File: src/rtl/sample_monitor.sv
// sample_monitor: watches the D/E outputs of the sample block, counts rising
// edges on each, measures the width of the most recent d_in high pulse and
// publishes a frozen snapshot of that activity through a req/valid/ack
// handshake. All counters saturate; any saturation sets a sticky overflow flag.
module sample_monitor #(
    parameter int CNT_W       = 8,
    parameter int WID_W       = 16,
    parameter bit CLR_ON_SNAP = 1'b1
) (
    input  logic             clk,
    input  logic             rst_n,
    input  logic             d_in,
    input  logic             e_in,
    input  logic             snap_req,
    input  logic             snap_ack,
    output logic             snap_valid,
    output logic [CNT_W-1:0] d_rise_cnt,
    output logic [CNT_W-1:0] e_rise_cnt,
    output logic [WID_W-1:0] d_last_width,
    output logic             overflow,
    output logic             d_level
);

    localparam logic [CNT_W-1:0] CNT_MAX = {CNT_W{1'b1}};
    localparam logic [WID_W-1:0] WID_MAX = {WID_W{1'b1}};

    typedef enum logic {
        IDLE,
        HOLD
    } state_t;

    state_t             state_q;
    logic               dS1_q, dS2_q, eS1_q, eS2_q;
    logic [CNT_W-1:0]   dCnt_q, dCnt_d;
    logic [CNT_W-1:0]   eCnt_q, eCnt_d;
    logic [WID_W-1:0]   wCnt_q, wCnt_d;
    logic [WID_W-1:0]   liveWidth_q, liveWidth_d;
    logic               ovf_q, ovf_d;

    logic               dRise, dFall, eRise;
    logic               snapTake, clrNow;
    logic [CNT_W-1:0]   dBase, eBase;
    logic               ovfBase;
    logic               dSat, eSat, wSat;

    assign dRise    = dS1_q & ~dS2_q;
    assign dFall    = ~dS1_q & dS2_q;
    assign eRise    = eS1_q & ~eS2_q;
    assign snapTake = (state_q == IDLE) && snap_req;
    assign clrNow   = snapTake && CLR_ON_SNAP;
    assign d_level  = dS2_q;

    // Next live values: a snapshot clear zeroes the base first, so a rise on the
    // capture edge lands in the fresh count instead of being lost.
    always_comb begin
        dBase       = clrNow ? '0 : dCnt_q;
        eBase       = clrNow ? '0 : eCnt_q;
        ovfBase     = clrNow ? 1'b0 : ovf_q;
        dCnt_d      = dBase;
        eCnt_d      = eBase;
        wCnt_d      = '0;
        dSat        = 1'b0;
        eSat        = 1'b0;
        wSat        = 1'b0;
        liveWidth_d = dFall ? wCnt_q : liveWidth_q;
        if (dRise) begin
            if (dBase == CNT_MAX) dSat = 1'b1;
            else                  dCnt_d = dBase + 1'b1;
        end
        if (eRise) begin
            if (eBase == CNT_MAX) eSat = 1'b1;
            else                  eCnt_d = eBase + 1'b1;
        end
        if (dS1_q) begin
            if (wCnt_q == WID_MAX) begin
                wCnt_d = WID_MAX;
                wSat   = 1'b1;
            end else begin
                wCnt_d = wCnt_q + 1'b1;
            end
        end
        ovf_d = ovfBase | dSat | eSat | wSat;
    end

    // Input synchronising stages and live counters; these run in every FSM state.
    always_ff @(posedge clk) begin
        if (!rst_n) begin
            dS1_q       <= 1'b0;
            dS2_q       <= 1'b0;
            eS1_q       <= 1'b0;
            eS2_q       <= 1'b0;
            dCnt_q      <= '0;
            eCnt_q      <= '0;
            wCnt_q      <= '0;
            liveWidth_q <= '0;
            ovf_q       <= 1'b0;
        end else begin
            dS1_q       <= d_in;
            dS2_q       <= dS1_q;
            eS1_q       <= e_in;
            eS2_q       <= eS1_q;
            dCnt_q      <= dCnt_d;
            eCnt_q      <= eCnt_d;
            wCnt_q      <= wCnt_d;
            liveWidth_q <= liveWidth_d;
            ovf_q       <= ovf_d;
        end
    end

    // Snapshot handshake: capture pre-edge live values on a request in IDLE,
    // hold them frozen until acknowledged.
    always_ff @(posedge clk) begin
        if (!rst_n) begin
            state_q      <= IDLE;
            snap_valid   <= 1'b0;
            d_rise_cnt   <= '0;
            e_rise_cnt   <= '0;
            d_last_width <= '0;
            overflow     <= 1'b0;
        end else begin
            case (state_q)
                IDLE: begin
                    if (snap_req) begin
                        d_rise_cnt   <= dCnt_q;
                        e_rise_cnt   <= eCnt_q;
                        d_last_width <= liveWidth_q;
                        overflow     <= ovf_q;
                        snap_valid   <= 1'b1;
                        state_q      <= HOLD;
                    end
                end
                HOLD: begin
                    if (snap_ack) begin
                        snap_valid <= 1'b0;
                        state_q    <= IDLE;
                    end
                end
                default: begin
                    snap_valid <= 1'b0;
                    state_q    <= IDLE;
                end
            endcase
        end
    end

endmodule

File: config.mk
export PLATFORM = sky130hd
export DESIGN_NAME = sample_monitor
export DESIGN_NICKNAME = d
export VERILOG_FILES = /design/src/rtl/sample_monitor.sv
export SDC_FILE = /design/constraint.sdc
export NUM_CORES = 1
export LEC_CHECK = 0
export CORE_MARGIN = 2
export CORE_UTILIZATION = 50
export CTS_CLUSTER_SIZE = 10
export DETAILED_ROUTE_END_ITERATION = 10
export PLACE_DENSITY_LB_ADDON = 0.15
export SLEW_MARGIN = 20
export SYNTH_ARGS = -nofsm -noshare
export SYNTH_HDL_FRONTEND = slang
export SYNTH_SLANG_ARGS = --single-unit
File: constraint.sdc
create_clock -name clk -period 5.5 [get_ports clk]
set_input_delay 0.825 -clock clk [delete_from_list [all_inputs] [get_ports clk]]
set_output_delay 0.825 -clock clk [all_outputs]
set_load 0.02 [all_outputs]
# Word level (Yosys, flattened, before mapping)
# Cells that the tools add are included.
dict set report word_totals {
  reg_bits 88
  latch_bits 0
  ram_bits 0
  mem_bits_ro 0
  output_inout_bits 35
  n_memories 0
}
dict set report classes {
  n_addsub 3
  multipliers 0
  div 0
  order_cmp 0
  eq_ne 5
  shift 0
  mux 20
  bitwise_logic 10
  n_reduce_logical 4
}
# op count
set ops {}
lappend ops {{$mux 8} 6}
lappend ops {{$add 16x1->16 const B} 1}
lappend ops {{$add 8x1->8 const B} 2}
lappend ops {{$eq 16x16->1 const B} 1}
lappend ops {{$eq 8x8->1 const B} 2}
lappend ops {{$mux 16} 1}
lappend ops {{$mux 1} 11}
lappend ops {{$reduce_and 2->1} 3}
lappend ops {{$ne 2x2->1 const B} 2}
lappend ops {{$not 1->1} 4}
lappend ops {{$pmux 1 s2} 2}
lappend ops {{$and 1x1->1} 3}
lappend ops {{$or 1x1->1} 3}
lappend ops {{$logic_and 1x1->1} 1}

# Longest topological paths before layout
dict set report depth {
  ltp_word 9
  mapped_depth 9
  ltp_nobuf 7
}

# Worst setup path before layout
# No wires, ideal clock.
dict set report synth_path {
  path_type {input-to-reg}
  start {input port snap_req}
  end {register dCnt_q[3]}
  arrival_time_ns 2.405
  required_ns 5.429
  slack_ns 3.024
  cell_stages 9
  cell_sequence {nand2b_1 -> buf_2 -> buf_2 -> and2_1 -> ha_1 -> nand4_1 -> nor3_1 -> or4_1 -> a21oi_1}
}
dict set report synth_between {
  elab_chain_cells 5
  elab_cells_between_ends 6
}
# element line_no
set synth_rtl {}
lappend synth_rtl {{from (decl)} 14} ;# input logic snap_req,
lappend synth_rtl {{$logic_and 1x1->1 (*)} 49} ;# assign snapTake = (state_q == IDLE) && snap_req;
lappend synth_rtl {{$mux 8 (*)} 56} ;# dBase = clrNow ? '0 : dCnt_q;
lappend synth_rtl {{$add 8x1->8 / $eq 8x8->1 (equally long branches)} {68, 67}}
lappend synth_rtl {{$mux 8} 67} ;# if (dBase == CNT_MAX) dSat = 1'b1;
lappend synth_rtl {{$mux 8 (*)} 66} ;# if (dRise) begin
lappend synth_rtl {{to (signal assigned)} 102} ;# dCnt_q <= dCnt_d;
lappend synth_rtl {{to (decl)} 34} ;# logic [CNT_W-1:0] dCnt_q, dCnt_d;
# Mark *: on every way between the ends. The rest lies on a longest branch, timed or not.
# A chain may end at the register's enable or synchronous reset.

# Worst setup path after layout
# Ends and elaborated chain as after synthesis.

==> metrics.cfg <==
[placement]
place.gp.congestion = 0.811
hpwl_um = 4640
portBuffers = 40
place_worst_setup_slack_ns = 2.21

[route]
num_vias = 2889
vias_per_cell = 5.21
wl_per_cell_um = 13.1
wl_um = 7250
detailedRoute.firstPassIterationCount = 4
drt-initial-drc-count = 128
ant_nets = 0
drc = 0

[die]
chipWidth_um = 89.2
rows = 31
io_pins = 41
die-area_um2 = 7960
core_um2 = 7140
start_util_pct = 50.9
die_h_um = 89.2

[power]
ir_drop_uv = 119
p_leak_nw = 1.48
power_density_nw_per_um2 = 298

[clock_network]
cts-root-buf = clkbuf_8
clock-sinks = 88
hold_buffers = 0
post_cts_buffers = 0
cts_htree_levels = 3
insertion_delay_ns = 0.36
cts_buffer_depth = 2
clk_pin_slew_ns = 0.09
cts_buffers = 9
postCtsResizedCells = 0
cts_tree = yes

[setup_path]
max_stage_delay_ns = 0.49
critPathLaunchType = input pin
crit_path_max_fanout = 20
worstSetupEndpointType = register
crit_type = input pin to register
crit_path_start = snap_req
crit_chain = clkdlybuf4s50_1 -> nand2b_1 -> and2_1 -> ha_1 -> nand4_1 -> nor3_1 -> or4_1 -> a21oi_1
timing.rr.start = state_q
crit_arrival_ns = 3.23
required_ns = 5.78
cpMaxStageDelayCell = clkdlybuf4s50_1
worstRegToRegCells = 7

[synthesis]
synthArstFlopShare_pct = 0
synth_ff_type = dfxtp_1
syn_area_per_cell_um2 = 8.64
synth_edf_count = 0
synth_nets = 429
synth_cells = 420
ys_warn_count = 0
synthDistinctLibCells = 48
syn_area_um2 = 3630
ys_ff_latch = 88
seq_area_frac_synth_pct = 48.5

[job]
cap_violations = 0

[final_layout]
area_growth_pct = 19.8
nNetsFinal = 460
layout_commonest_cell = nand2_1
diodes = 0
drive_gt1_share_pct = 6.14
layout_common_cells = nand2_1 (118), dfxtp_1 (88), a21boi_0 (49)

[global_route]
grt_first_pass_wirelength_um = 12100
antenna_found_initial = 0
grt_max_degree = 69
grt_pass1_vias = 2565
gr-total-overflow = 0
grt_usage_pct = 19.7

[timing]
skew_ns = 0.0102
fin_ws_ns = 2.55
fin_crit_ns = 2.95
relSlewSlack_pct = 33.8
final-hold-violation-count = 0
timing.setup.tns_ns = 0
max_freq_mhz = 339
max_slew.worst_pin.slew_ns = 0.990
slew_viol_final = 0
setup_viol = 0
min_period_over_period_pct = 53.6
grt_setup_unrepaired = no

[hold_path]
worstHoldStart = liveWidth_q[6]
worstHoldPathType = register to register
hold_depth = 2

[outcome]
outcome = complete, no violations

[area by class of cell]
| type | instances | area [um^2] |
|---|---|---|
| clock buffer | 10 | 138 |
| sequential | 88 | 1760 |
| clock inverter | 6 | 138 |
| timing repair buffer | 42 | 410 |
| multi-input combinational | 303 | 1750 |
| inverter | 7 | 26.3 |
| tap | 99 | 124 |
| fill | 659 | 2790 |
[power by group]
part | internal [mW] | leakage [nW] | switching [mW]
clock network | 0.363 | 0.137 | 0.236
registers | 0.641 | 0.711 | 0.00448
logic | 0.0172 | 0.636 | 0.0336
total | 1.02 | 1.48 | 0.274
[per-stage QoR]
step / power (mW) / instances / hold slack, ns / instance area [um^2] / utilization [%]
floorplan: 0.696 / 420 / 0.437 / 3630 / -
global placement: 0.711 / 539 / 0.453 / 4070 / 57.0
detailed placement: 0.712 / 539 / 0.459 / 4070 / 57.0
CTS: 1.30 / 555 / 0.470 / 4350 / 60.9
global route: 1.34 / 555 / 0.491 / 4350 / 60.9
finish: 1.30 / 555 / 0.466 / 4350 / 60.9
[Yosys cell counts, drive strengths merged, types with 7 or more instances]
cell | count | area [um^2]
nand2 | 118 | 443
dfxtp | 88 | 1760
a21boi | 49 | 368
o21ai | 18 | 97.6
clkbuf | 15 | 56.3
nand3 | 14 | 70.1
and2 | 11 | 68.8
nor2 | 9 | 33.8
nor3 | 8 | 40.0
buf | 7 | 38.8
inv | 7 | 26.3
xnor2 | 7 | 61.3
[sequential cells by signal, indices dropped and copies added (netlist names)]
name / count
eS1_q: 1
d_level: 1
eCnt_q: 8
overflow: 1
wCnt_q: 16
d_rise_cnt: 8
eS2_q: 1
dCnt_q: 8
ovf_q: 1
state_q: 1
liveWidth_q: 16
d_last_width: 16
dS1_q: 1
e_rise_cnt: 8
snap_valid: 1
[final timing paths]
kind / end / slack (ns)
max: dCnt_q[3] / 2.55
min: d_last_width[6] / 0.47
max reg2reg: dCnt_q[0] / 3.03
min reg2reg: d_last_width[6] / 0.47
[worst max-delay path: cells and delay by family]
kind / cells / cell delay (ns)
buf+inv: 1 / 0.49
simple gates: 5 / 1.55
fa+ha+maj: 1 / 0.22
compound gates: 1 / 0.14
[routing by layer]
layer	global-route usage (%)	share of wire (%)	vias to the layer above
li1	-	-	1497
met1	28.0	53	1333
met2	28.7	43	47
met3	3.05	2.4	12
met4	10.7	2.4	0
met5	0	0	-
[kinds of logic (layout without fill, tap and decap cells)]
family	Yosys count	in the layout	synth area share [%]
AND/OR/NAND/NOR	193	193	25.3
AO/OA/AOI/OAI	92	92	18.0
flip-flops	88	88	48.5
buffers and inverters	29	65	3.34
XOR/XNOR	12	12	2.90
adder cells (fa/ha/maj)	3	3	1.03
multiplexers	3	3	0.827
No activity file was read; power rests on OpenSTA's default activity.
